--- src/rtl/alu_pkg.sv ---
// Shared encodings for the ALU control path: opcodes, ALU op map, FSM states
// and operand-select codes, plus the instruction legality check.
package alu_pkg;

    localparam logic [6:0] OPC_OP     = 7'b0110011;
    localparam logic [6:0] OPC_OPIMM  = 7'b0010011;
    localparam logic [6:0] OPC_BRANCH = 7'b1100011;

    localparam logic [4:0] ALU_ADD  = 5'b00000;
    localparam logic [4:0] ALU_SUB  = 5'b01000;
    localparam logic [4:0] ALU_BEQ  = 5'b10000;
    localparam logic [4:0] ALU_BNE  = 5'b10001;
    localparam logic [4:0] ALU_BLT  = 5'b10100;
    localparam logic [4:0] ALU_BGE  = 5'b10101;
    localparam logic [4:0] ALU_BLTU = 5'b10110;
    localparam logic [4:0] ALU_BGEU = 5'b10111;

    localparam logic       SEL_A_RS1  = 1'b0;
    localparam logic       SEL_A_PC   = 1'b1;
    localparam logic [1:0] SEL_B_RS2  = 2'd0;
    localparam logic [1:0] SEL_B_IMM  = 2'd1;
    localparam logic [1:0] SEL_B_FOUR = 2'd2;

    typedef enum logic [2:0] {
        ST_IDLE  = 3'd0,
        ST_EXEC  = 3'd1,
        ST_CMP   = 3'd2,
        ST_PCUPD = 3'd3,
        ST_ERR   = 3'd4
    } state_t;

    // Shifts are not supported by this controller, nor are the reserved branch funct3 codes.
    function automatic logic insn_legal(input logic [31:0] w);
        logic ok;
        case (w[6:0])
            OPC_OP:     ok = ((w[31:25] == 7'b0000000) ||
                              ((w[31:25] == 7'b0100000) && (w[14:12] == 3'd0))) &&
                             (w[14:12] != 3'd1) && (w[14:12] != 3'd5);
            OPC_OPIMM:  ok = (w[14:12] != 3'd1) && (w[14:12] != 3'd5);
            OPC_BRANCH: ok = (w[14:12] != 3'd2) && (w[14:12] != 3'd3);
            default:    ok = 1'b0;
        endcase
        return ok;
    endfunction

endpackage

--- src/rtl/alu_ctrl_imm_gen.sv ---
// Combinational extraction of the sign-extended I-type and B-type immediates.
module imm_gen (
    input  logic [31:0] instr,
    output logic [31:0] i_imm,
    output logic [31:0] b_imm
);

    assign i_imm = {{20{instr[31]}}, instr[31:20]};
    assign b_imm = {{19{instr[31]}}, instr[31], instr[7], instr[30:25], instr[11:8], 1'b0};

endmodule

--- src/rtl/alu_ctrl.sv ---
// Multi-cycle RV32I control FSM driving the ALU op/operand-select stream,
// register-file write enable and PC write enable.
module alu_ctrl
    import alu_pkg::*;
#(
    parameter logic [31:0] RESET_PC = 32'h0000_0000
) (
    input  logic        clk,
    input  logic        reset,
    input  logic        instr_valid,
    output logic        instr_ready,
    input  logic [31:0] instr,
    input  logic        alu_cmp,
    output logic [4:0]  alu_op,
    output logic        a_sel,
    output logic [1:0]  b_sel,
    output logic [31:0] imm,
    output logic [4:0]  rs1_addr,
    output logic [4:0]  rs2_addr,
    output logic [4:0]  rd_addr,
    output logic        rd_we,
    output logic        pc_we,
    output logic        done,
    output logic        illegal
);

    if (RESET_PC[1:0] != 2'b00) begin : g_reset_pc_check
        $error("RESET_PC must be word aligned");
    end

    state_t      state_q, state_d;
    logic [31:0] instr_q, instr_d;
    logic        ready_q, ready_d;
    logic [4:0]  alu_op_q, alu_op_d;
    logic        a_sel_q, a_sel_d;
    logic [1:0]  b_sel_q, b_sel_d;
    logic [31:0] imm_q, imm_d;
    logic [4:0]  rs1_q, rs1_d, rs2_q, rs2_d, rd_q, rd_d;
    logic        rd_we_q, rd_we_d, pc_we_q, pc_we_d, done_q, done_d, illegal_q, illegal_d;

    logic [31:0] word_s;
    logic [31:0] i_imm_s, b_imm_s;
    logic        alt_s;

    // In IDLE the incoming word is decoded so the first EXEC/CMP outputs are ready on entry.
    assign word_s = (state_q == ST_IDLE) ? instr : instr_q;
    assign alt_s  = (word_s[6:0] == OPC_OP) && (word_s[14:12] == 3'd0) && word_s[30];

    imm_gen u_imm_gen (
        .instr (word_s),
        .i_imm (i_imm_s),
        .b_imm (b_imm_s)
    );

    // Next-state and next-output computation; outputs are registered for the state being entered.
    always_comb begin
        state_d   = state_q;
        instr_d   = instr_q;
        ready_d   = 1'b0;
        alu_op_d  = ALU_ADD;
        a_sel_d   = SEL_A_RS1;
        b_sel_d   = SEL_B_RS2;
        imm_d     = 32'd0;
        rs1_d     = 5'd0;
        rs2_d     = 5'd0;
        rd_d      = 5'd0;
        rd_we_d   = 1'b0;
        pc_we_d   = 1'b0;
        done_d    = 1'b0;
        illegal_d = 1'b0;
        case (state_q)
            ST_IDLE: begin
                if (!instr_valid) begin
                    ready_d = 1'b1;
                end else if (!insn_legal(word_s)) begin
                    instr_d   = instr;
                    state_d   = ST_ERR;
                    illegal_d = 1'b1;
                end else begin
                    instr_d = instr;
                    rs1_d   = word_s[19:15];
                    rs2_d   = word_s[24:20];
                    rd_d    = word_s[11:7];
                    if (word_s[6:0] == OPC_BRANCH) begin
                        state_d  = ST_CMP;
                        alu_op_d = {2'b10, word_s[14:12]};
                    end else begin
                        state_d  = ST_EXEC;
                        alu_op_d = {1'b0, alt_s, word_s[14:12]};
                        rd_we_d  = 1'b1;
                        if (word_s[6:0] == OPC_OPIMM) begin
                            b_sel_d = SEL_B_IMM;
                            imm_d   = i_imm_s;
                        end else begin
                            b_sel_d = SEL_B_RS2;
                        end
                    end
                end
            end
            ST_EXEC, ST_CMP: begin
                state_d = ST_PCUPD;
                rs1_d   = word_s[19:15];
                rs2_d   = word_s[24:20];
                rd_d    = word_s[11:7];
                a_sel_d = SEL_A_PC;
                pc_we_d = 1'b1;
                done_d  = 1'b1;
                // The sampled compare result lives on as the registered PC-update operand choice.
                if ((state_q == ST_CMP) && alu_cmp) begin
                    b_sel_d = SEL_B_IMM;
                    imm_d   = b_imm_s;
                end else begin
                    b_sel_d = SEL_B_FOUR;
                end
            end
            ST_PCUPD: begin
                state_d = ST_IDLE;
                ready_d = 1'b1;
            end
            ST_ERR: begin
                illegal_d = 1'b1;
            end
            default: begin
                state_d = ST_IDLE;
                ready_d = 1'b1;
            end
        endcase
    end

    // State, latched instruction and registered outputs.
    always_ff @(posedge clk or posedge reset) begin
        if (reset) begin
            state_q   <= ST_IDLE;
            instr_q   <= 32'd0;
            ready_q   <= 1'b1;
            alu_op_q  <= ALU_ADD;
            a_sel_q   <= SEL_A_RS1;
            b_sel_q   <= SEL_B_RS2;
            imm_q     <= 32'd0;
            rs1_q     <= 5'd0;
            rs2_q     <= 5'd0;
            rd_q      <= 5'd0;
            rd_we_q   <= 1'b0;
            pc_we_q   <= 1'b0;
            done_q    <= 1'b0;
            illegal_q <= 1'b0;
        end else begin
            state_q   <= state_d;
            instr_q   <= instr_d;
            ready_q   <= ready_d;
            alu_op_q  <= alu_op_d;
            a_sel_q   <= a_sel_d;
            b_sel_q   <= b_sel_d;
            imm_q     <= imm_d;
            rs1_q     <= rs1_d;
            rs2_q     <= rs2_d;
            rd_q      <= rd_d;
            rd_we_q   <= rd_we_d;
            pc_we_q   <= pc_we_d;
            done_q    <= done_d;
            illegal_q <= illegal_d;
        end
    end

    assign instr_ready = ready_q;
    assign alu_op      = alu_op_q;
    assign a_sel       = a_sel_q;
    assign b_sel       = b_sel_q;
    assign imm         = imm_q;
    assign rs1_addr    = rs1_q;
    assign rs2_addr    = rs2_q;
    assign rd_addr     = rd_q;
    assign rd_we       = rd_we_q;
    assign pc_we       = pc_we_q;
    assign done        = done_q;
    assign illegal     = illegal_q;

endmodule

--- config.mk ---
export PLATFORM = sky130hd
export DESIGN_NAME = alu_ctrl
export DESIGN_NICKNAME = d
export VERILOG_FILES = /design/src/rtl/alu_pkg.sv /design/src/rtl/alu_ctrl_imm_gen.sv /design/src/rtl/alu_ctrl.sv
export SDC_FILE = /design/constraint.sdc
export NUM_CORES = 1
export LEC_CHECK = 0
export ABC_AREA = 1
export BUFFER_PORTS_ARGS = -buffer_cell sky130_fd_sc_hd__buf_2
export CAP_MARGIN = 20
export CORE_ASPECT_RATIO = 1.2
export CORE_MARGIN = 2
export CORE_UTILIZATION = 40
export DETAILED_ROUTE_END_ITERATION = 8
export PLACE_DENSITY = 0.73
export SETUP_SLACK_MARGIN = 0.5
export SYNTH_ARGS = -nofsm -noshare
export SYNTH_HDL_FRONTEND = slang
export SYNTH_HIERARCHICAL = 1
export SYNTH_SLANG_ARGS = --single-unit
export TNS_END_PERCENT = 50
--- constraint.sdc ---
create_clock -name clk -period 2.85 [get_ports clk]
set_input_delay 0.57 -clock clk [delete_from_list [all_inputs] [get_ports clk]]
set_output_delay 0.57 -clock clk [all_outputs]
set_load 0.02 [all_outputs]
==> reports/metrics.csv, run 1 <==
metric,value,unit
clk buf depth,2,
Clock Sinks,93,
Die Footprint,13000,um2
hold_buf cts,0,
critical path capture point type,flip-flop,
layout cells sized above 1,28.3,%
"commonest non-fill, non-tap cell in the layout",nand2_1,
Reg2Reg Launch Point,state_q[1],
Worst Path Max Fanout,24,
first-pass iteration count of the detailed router,7,
gr usage total,17.0,%
setup_tns,0,ps
worst hold path type,in -> async,
design area,5370,um2
WP data required,3120,ps
num ports,96,
kind of critical path,reg -> reg,
Post-DRT Antenna Nets,0,
Max Freq,0.453,GHz
status,finished clean,
"Hold Violations, Final",0,
die height,125,um
die width,104,um
largest net degree at the start of global routing,47,
Final WS setup,645,ps
CTS buffer count,9,
clk root buf,clkbuf_16,
Max Cap Viol,0,
TritonCTS clock tree,done,
Hold Worst Slack,258,ps
# H-tree levels,3,
dpl hpwl,7450,um
YS warnings,6,
highest-count cells in the layout ignoring fill and taps,"174 x nand2_1, 95 x buf_2, 92 x dfrtp_1",
routed vias/inst,4.73,
placed cell count,761,
Non-Filler Instances,784,
LEAKAGE,3.06,nW
final setup fails,0,
GRT Residual Overflow,0,
Final #Nets,654,
crit path from,state_q[1],
CORE AREA,11900,um2
Vias,3705,
"Slew Viols, Final",0,
Starting DRT DRC Count,193,
Cell Pwr Density,728,nW/um2
vias in the first global route,3626,
ANT cells,0,
clock slew at reported path FFs,70,ps
RSZ-0062 raised after global routing,yes,
Final period util,77.4,%
net count after synthesis,627,
antenna violations before repair,0,
Slew @ Worst Pin,954,ps
Initial Util,40.6,%
CP arrival,2470,ps
worst relative slew slack,36.3,%
Fin Clk Skew,7.55,ps
pre-CTS WS,170,ps
Placed Area,4960,um2
Row Count,44,
area grow syn2layout,10.9,%
first-pass GRT wire length,17600,um
Port Buf Inserts,95,
Mapped Cells,591,
Avg Inst Size Synth,8.20,um2
VDD IR-drop max,336,uV
Period minus WS final,2210,ps
gpl congestion,0.947,
drt total wl,10700,um
clock latency on the worst-skew pair,350,ps
drt drc,0,
Post-Syn Area,4840,um2
Worst setup SP type,flip-flop,
drt wl/cell,13.6,um
==> flip-flops by register name, indices dropped and copies added, names as in the netlist <==
| name | cells |
|---|---|
| rs2_addr | 5 |
| instr_q | 32 |
| instr_ready | 1 |
| alu_op | 5 |
| done | 1 |
| b_sel | 2 |
| rs1_addr | 5 |
| imm | 32 |
| state_q | 3 |
| illegal | 1 |
| rd_addr | 5 |
| rd_we | 1 |
==> per-stage QoR <==
step           power [mW]  utilization [%]
2_1_floorplan        2.87                -
3_5_place_dp         2.56             41.5
5_1_grt              4.15             45.0
6_report             3.91             45.0
4_1_cts              3.93             44.9
3_3_place_gp         2.50             41.5
==> what timing repair did <==
item | in CTS | in global routing
endpoints found under the setup margin | 74 | 22
cloned | 1 | 0
endpoints found under the hold margin | 0 | 0
gates resized for setup | 5 | 1
buffers inserted | 5 | 1
pin swaps | 1 | 0
==> worst max-delay path: stages, from the launching register on <==
cell	delay, ps
dfrtp_1	430
nor2_4	170
nand2_4	180
nand2_1	120
o21ai_2	100
nor3_2	290
o211ai_2	180
nand2_4	200
nand2_4	210
a21oi_1	230
==> per-layer routing <==
metal	part of all wire [%]	GRT usage, %	vias up
li1	-	-	1824
met1	44	21.6	1742
met2	48	26.7	114
met3	4.9	3.77	25
met4	3.1	9.22	0
met5	0	0	-
==> final cells by class <==
| type | instances | area, um2 |
|---|---|---|
| Clock buffer | 10 | 229 |
| Multi-Input combinational cell | 340 | 1620 |
| Timing Repair Buffer | 112 | 632 |
| Tap cell | 161 | 201 |
| Clock inverter | 6 | 111 |
| Sequential cell | 93 | 2330 |
| Fill cell | 1156 | 6580 |
| Inverter | 61 | 240 |
| Timing Repair inverter | 1 | 7.51 |
==> final timing paths <==
check | slack (ps) | depth (start not counted) | to
min in group clk | 440 | 3 | instr_q[17]
max in group asynchronous | 1900 | 3 | instr_q[14]
worst max-delay path | 640 | 9 | rd_addr[0]
worst min-delay path | 260 | 2 | rs1_addr[3]
worst max register to register | 640 | 9 | rd_addr[0]
worst min register to register | 470 | 2 | instr_q[23]
==> where the power goes <==
part / leakage [nW] / total [mW] / internal (mW) / switching, mW
Sequential: 1.21 / 1.59 / 1.51 / 0.0807
Combinational: 1.69 / 0.962 / 0.315 / 0.647
Clock: 0.163 / 1.35 / 0.857 / 0.498
Total: 3.06 / 3.91 / 2.69 / 1.23
No activity file was read; power rests on OpenSTA's default activity.
==> inputs of run 2 (changes only) <==
==> constraint.sdc (replaced) <==
create_clock -name clk -period 1.82 [get_ports clk]
set_input_delay 0.364 -clock clk [delete_from_list [all_inputs] [get_ports clk]]
set_output_delay 0.364 -clock clk [all_outputs]
set_load 0.02 [all_outputs]
==> run 2 against run 1 <==
Compared with the run above: the run now ends with negative setup slack left; sequential share of layout area shrank 6.0 points; critical path type unchanged; largest power group unchanged; clock power rose by 33%; combinational power is 140% higher; clock skew increased by 0.98 ps; first-iteration DRC count rose by 16%; global-route usage up 0.14 points; final cell count rose by 5.0%; highest routed layer unchanged; sequential power up 58%; power grew 69%; wire length rose by 16%; non-clock buffer count up 37.
==> reports/metrics.csv, run 2 (synthesis results as in run 1) <==
metric,value,unit,change
status,"complete, but fails checks",,was finished clean
failing checks,negative setup slack,,
CP max stage delay,410,ps,was 430 ps
# H-tree levels,3,,unchanged
GRT Residual Overflow,0,,unchanged
clk root buf,clkbuf_16,,unchanged
TritonCTS clock tree,done,,unchanged
family with the most delay on the worst path,simple AND/OR/NAND/NOR gates,,unchanged
drt wl/cell,15.1,um,was 13.6 um
final total power,6.63,mW,was 3.91 mW
hold_buf cts,0,,unchanged
critical path capture point type,flip-flop,,unchanged
kind of critical path,reg -> reg,,unchanged
highest-count cells in the layout ignoring fill and taps,"155 x nand2_1, 91 x dfrtp_1, 91 x buf_2",,"was 174 x nand2_1, 95 x buf_2, 92 x dfrtp_1"
reg2reg end,rs2_addr[2],,was rd_addr[0]
worst reg-to-reg path cell count,13,,was 9
Die Footprint,13000,um2,unchanged
"Hold Violations, Final",0,,unchanged
routed vias/inst,4.88,,was 4.73
die height,125,um,unchanged
Final #Nets,693,,was 654
gpl congestion,0.886,,was 0.947
CP cell instances,"nor2_4, nand2_4, clkbuf_16, nand2_4, nand2_8, nor2_1, nand3_1, nand2_2, nand3_4, nand2_8, buf_12, nand2_8, a21oi_2",,"was nor2_4, nand2_4, nand2_1, o21ai_2, nor3_2, o211ai_2, nand2_4, nand2_4, a21oi_1"
Post-DRT Antenna Nets,0,,unchanged
RSZ-0062 raised after global routing,yes,,unchanged
final setup fails,58,,was 0
"Slew Viols, Final",0,,unchanged
placed cell count,785,,was 761
Initial Util,40.6,%,unchanged
"commonest non-fill, non-tap cell in the layout",nand2_1,,unchanged
area grow syn2layout,28.7,%,was 10.9%
gr usage total,17.1,%,was 17.0%
Non-Filler Instances,823,,was 784
CTS buffer count,9,,unchanged
Period minus WS final,2060,ps,was 2210 ps
Clock Sinks,93,,unchanged
setup_tns,-9670,ps,was 0 ps
Max Cap Viol,0,,unchanged
Final WS setup,-236,ps,was 645 ps
worst hold path type,in -> async,,unchanged
drt total wl,12400,um,"was 10,700 um"
CP arrival,2330,ps,was 2470 ps
slowest CP cell,dfrtp_1,,unchanged
Reg2Reg Launch Point,state_q[1],,unchanged
Slew @ Worst Pin,577,ps,was 954 ps
Cell Pwr Density,1060,nW/um2,was 728 nW/um2
Vias,4016,,"was 3,705"
Final period util,113,%,was 77.4%
largest net degree at the start of global routing,48,,was 47
antenna violations before repair,0,,unchanged
ANT cells,0,,unchanged
crit-path most repeated cell,nand2_8,,was nand2_4
Fin Clk Skew,8.53,ps,was 7.55 ps
Row Count,44,,unchanged
vias in the first global route,3678,,"was 3,626"
LEAKAGE,3.31,nW,was 3.06 nW
Worst setup SP type,flip-flop,,unchanged
first-pass GRT wire length,17700,um,"was 17,600 um"
Starting DRT DRC Count,223,,was 193
WP buf/inv,2,,was 0
Max Freq,0.486,GHz,was 0.453 GHz
WP data required,2100,ps,was 3120 ps
clock slew at reported path FFs,60,ps,was 70 ps
clock latency on the worst-skew pair,350,ps,about the same
die width,104,um,unchanged
CORE AREA,11900,um2,unchanged
VDD IR-drop max,488,uV,was 336 uV
reg2reg setup slack,-240,ps,was 640 ps
first-pass iteration count of the detailed router,5,,was 7
clk buf depth,2,,unchanged
Worst Path Max Fanout,8,,was 24
worst relative slew slack,61.5,%,was 36.3%
Port Buf Inserts,95,,unchanged
dpl hpwl,7730,um,was 7450 um
layout cells sized above 1,41.4,%,was 28.3%
num ports,96,,unchanged
drt drc,0,,unchanged
[run 2: where the power goes]
| group | switching (mW) | total, mW | internal (mW) |
|---|---|---|---|
| combinational | 1.39 | 2.31 | 0.916 |
| clock | 0.797 | 1.80 | 1.01 |
| sequential | 0.149 | 2.52 | 2.37 |
[run 2: layout make-up]
class,instances,area [um2]
Clock buffer,12,256
Clock inverter,4,32.5
Fill cell,1056,5710
Inverter,61,248
Multi-Input combinational cell,342,1980
Sequential cell,93,2330
Tap cell,161,201
Timing Repair Buffer,149,1180
Timing Repair inverter,1,5.00
[run 2: worst max-delay path by stage]
stage | startpoint | end | slack (ps) | cells past startpoint
final | state_q[1] | rs2_addr[2] | -240 | 13
after global routing | state_q[1] | rs2_addr[2] | -320 | 13
after CTS | state_q[1] | imm[26] | -130 | 11
after detailed placement | state_q[1] | alu_op[4] | -150 | 12
after global placement | state_q[1] | alu_op[4] | -80 | 12
after floorplan | state_q[1] | rd_addr[0] | -20 | 13
[run 2: worst min-delay path, cell delays in order]
cell and delay [ps]:
buf_2 110, clkinvlp_4 80, buf_12 240
[run 2: timing repair]
action,in CTS,in global routing
resized for setup,28,82
pin swaps,2,15
cloned,2,8
endpoints found under the setup margin,95,95
buffers inserted,4,8
[run 2: per-layer routing]
| layer | global-route usage, % | share of wire, % | wire (um) | vias to the layer above |
|---|---|---|---|---|
| met5 | 0 | 0 | 0 | - |
| met4 | 9.30 | 3.9 | 480 | 0 |
| met3 | 3.24 | 4.5 | 559 | 36 |
| met2 | 27.6 | 51 | 6340 | 130 |
| met1 | 21.5 | 41 | 5060 | 1933 |
| li1 | - | - | - | 1917 |
[run 2: through the flow]
step | cell area, um2 | utilization [%] | hold WS, ps | worst slack [ps]
2_1_floorplan | 4890 | - | 434 | -20.7
3_3_place_gp | 5250 | 43.9 | 445 | -79.3
3_5_place_dp | 5250 | 43.9 | 453 | -150
4_1_cts | 5690 | 47.6 | 92.7 | -128
5_1_grt | 6230 | 52.2 | 113 | -318
6_report | 6230 | 52.2 | 80.8 | -236
==> inputs of run 3 (changes only) <==
--- a/config.mk
+++ b/config.mk
@@ -5,15 +5,15 @@
 export SDC_FILE = /design/constraint.sdc
 export NUM_CORES = 1
 export LEC_CHECK = 0
-export ABC_AREA = 1
 export BUFFER_PORTS_ARGS = -buffer_cell sky130_fd_sc_hd__buf_2
 export CAP_MARGIN = 20
 export CORE_ASPECT_RATIO = 1.2
 export CORE_MARGIN = 2
 export CORE_UTILIZATION = 40
 export DETAILED_ROUTE_END_ITERATION = 8
-export PLACE_DENSITY = 0.73
+export PLACE_DENSITY_LB_ADDON = 0.05
 export SETUP_SLACK_MARGIN = 0.5
+export SLEW_MARGIN = 20
 export SYNTH_ARGS = -nofsm -noshare
 export SYNTH_HDL_FRONTEND = slang
 export SYNTH_HIERARCHICAL = 1
==> run 3 against run 2 <==
Compared with the run above: the flow still finishes with violations (negative setup slack); via count shrank 18%; clock skew shrank 3.3 ps; power shrank 22%; first-iteration DRC count shrank 51%; combinational power shrank 64%; maximum frequency grew 11%; critical path type unchanged; largest cell class unchanged; largest power group unchanged; highest routed layer unchanged.
==> reports/metrics.csv, run 3 <==
metric,value,unit,change
net count after synthesis,488,,was 627
Post-Syn Area,4610,um2,was 4840 um2
VDD IR-drop max,393,uV,was 488 uV
final core area utilization,54.5,%,was 52.2%
"Slew Viols, Final",0,,unchanged
first-pass GRT wire length,17500,um,"was 17,700 um"
WP data required,2060,ps,was 2100 ps
LEAKAGE,2.96,nW,was 3.31 nW
hold_buf cts,0,,unchanged
clk buf depth,2,,unchanged
vias in the first global route,3312,,"was 3,678"
CP arrival,2080,ps,was 2330 ps
Mapped Cells,452,,was 591
die width,102,um,was 104 um
Vias,3277,,"was 4,016"
gr usage total,18.4,%,was 17.1%
clk root buf,clkbuf_16,,unchanged
Slew @ Worst Pin,559,ps,was 577 ps
num ports,96,,unchanged
first-pass iteration count of the detailed router,4,,was 5
Port Buf Inserts,95,,unchanged
TritonCTS clock tree,done,,unchanged
failing checks,negative setup slack,,unchanged
drt total wl,11100,um,"was 12,400 um"
final setup fails,31,,was 58
layout cells sized above 1,57.4,%,was 41.4%
drt wl/cell,16.6,um,was 15.1 um
Final period util,101,%,was 113%
YS warnings,6,,unchanged
Placed Area,5000,um2,was 5250 um2
pre-CTS WS,-267,ps,was -150 ps
drt drc,0,,unchanged
critical path capture point type,flip-flop,,unchanged
Max Cap Viol,0,,unchanged
dpl hpwl,6760,um,was 7730 um
fillers,1021,,"was 1,056"
Starting DRT DRC Count,110,,was 223
worst hold path type,in -> async,,unchanged
Cell Pwr Density,852,nW/um2,was 1060 nW/um2
routed vias/inst,4.89,,was 4.88
Clock Sinks,93,,unchanged
Sequential Area,2330,um2,about the same
design area,6070,um2,was 6230 um2
Final WS setup,-24.5,ps,was -236 ps
kind of critical path,reg -> reg,,unchanged
gpl congestion,0.933,,was 0.886
Fin Clk Skew,5.27,ps,was 8.53 ps
Final #Nets,547,,was 693
Avg Inst Size Synth,10.2,um2,was 8.20 um2
Max Freq,0.542,GHz,was 0.486 GHz
Worst Path Max Fanout,4,,was 8
multi-input combinational cell area,2140,um2,was 1980 um2
RSZ-0062 raised after global routing,yes,,unchanged
die height,122,um,was 125 um
"Hold Violations, Final",0,,unchanged
largest net degree at the start of global routing,42,,was 48
clock slew at reported path FFs,70,ps,was 60 ps
Worst setup SP type,flip-flop,,unchanged
Period minus WS final,1840,ps,was 2060 ps
GRT Residual Overflow,0,,unchanged
Row Count,42,,was 44
CORE AREA,11100,um2,"was 11,900 um2"
setup_tns,-303,ps,was -9670 ps
Initial Util,41.3,%,was 40.6%
CTS buffer count,9,,unchanged
clock latency on the worst-skew pair,340,ps,was 350 ps
highest-count cells in the layout ignoring fill and taps,"94 x buf_2, 91 x nand2_1, 89 x dfrtp_1",,"was 155 x nand2_1, 91 x dfrtp_1, 91 x buf_2"
Die Footprint,12400,um2,"was 13,000 um2"
# H-tree levels,3,,unchanged
ANT cells,0,,unchanged
worst relative slew slack,62.7,%,was 61.5%
status,"complete, but fails checks",,unchanged
antenna violations before repair,0,,unchanged
Post-DRT Antenna Nets,0,,unchanged
"commonest non-fill, non-tap cell in the layout",buf_2,,was nand2_1
Hold Worst Slack,77.0,ps,was 80.8 ps
area grow syn2layout,31.9,%,was 28.7%
[run 3: cell types whose count changed in the layout (fill, tap and decap cells not counted), sizes merged, moves of 4 or more]
| cell | delta |
|---|---|
| a21oi | -13 |
| buf | -5 |
| clkbuf | -5 |
| clkinvlp | -4 |
| inv | -53 |
| mux2 | +45 |
| nand2 | -68 |
| nand3 | -12 |
| nand4 | -32 |
| nor2 | -17 |
| o21ai | -4 |
| o31ai | +4 |
| or2 | -9 |
[run 3: layout make-up]
type	instances	area share (%)
timing repair buffer	139	17.3
clock buffer	12	4.22
multi-input combinational	264	35.3
tap	154	3.17
clock inverter	4	1.28
inverter	4	0.309
sequential	93	38.4
[run 3: worst paths after layout]
path	from	to	slack (ps)	cells after the start
worst min-delay path	reset	instr_q[5]	80	2
max in group asynchronous	reset	instr_ready	1170	3
worst min register to register	instr_q[0]	instr_q[0]	510	1
worst max-delay path	state_q[0]	alu_op[3]	-20	4
worst max register to register	state_q[0]	alu_op[3]	-20	4
min in group clk	instr[15]	instr_q[15]	270	2
[run 3: layer usage]
layer	vias up	wire length, um	GRT usage, %
met1	1639	5080	25.4
met3	12	412	3.16
met4	0	186	7.33
li1	1546	-	-
met5	-	0	0
met2	80	5430	28.7
[run 3: critical path, cell delays in order (launching register included)]
cell     delay (ps)
dfrtp_2         450
nor3_4          240
mux2_4          330
or4_4           440
nor4_4          290
[run 3: what timing repair did]
action	in CTS	in global routing
cloned	3	2
pin swaps	66	45
setup buffers	6	3
endpoints found under the hold margin	0	0
resized for setup	109	31
setup endpoints to repair	92	93
[run 3: power by group]
part | total (mW) | leakage [nW] | internal, mW | switching [mW]
logic | 0.841 | 1.57 | 0.424 | 0.417
clock network | 2.09 | 0.164 | 1.29 | 0.801
registers | 2.24 | 1.22 | 2.17 | 0.0731
total | 5.18 | 2.96 | 3.88 | 1.29
[run 3: metrics by stage]
step,cells,power [mW]
2_1_floorplan,452,2.87
3_3_place_gp,640,2.80
3_5_place_dp,640,2.81
4_1_cts,665,5.14
5_1_grt,670,5.37
6_report,670,5.18
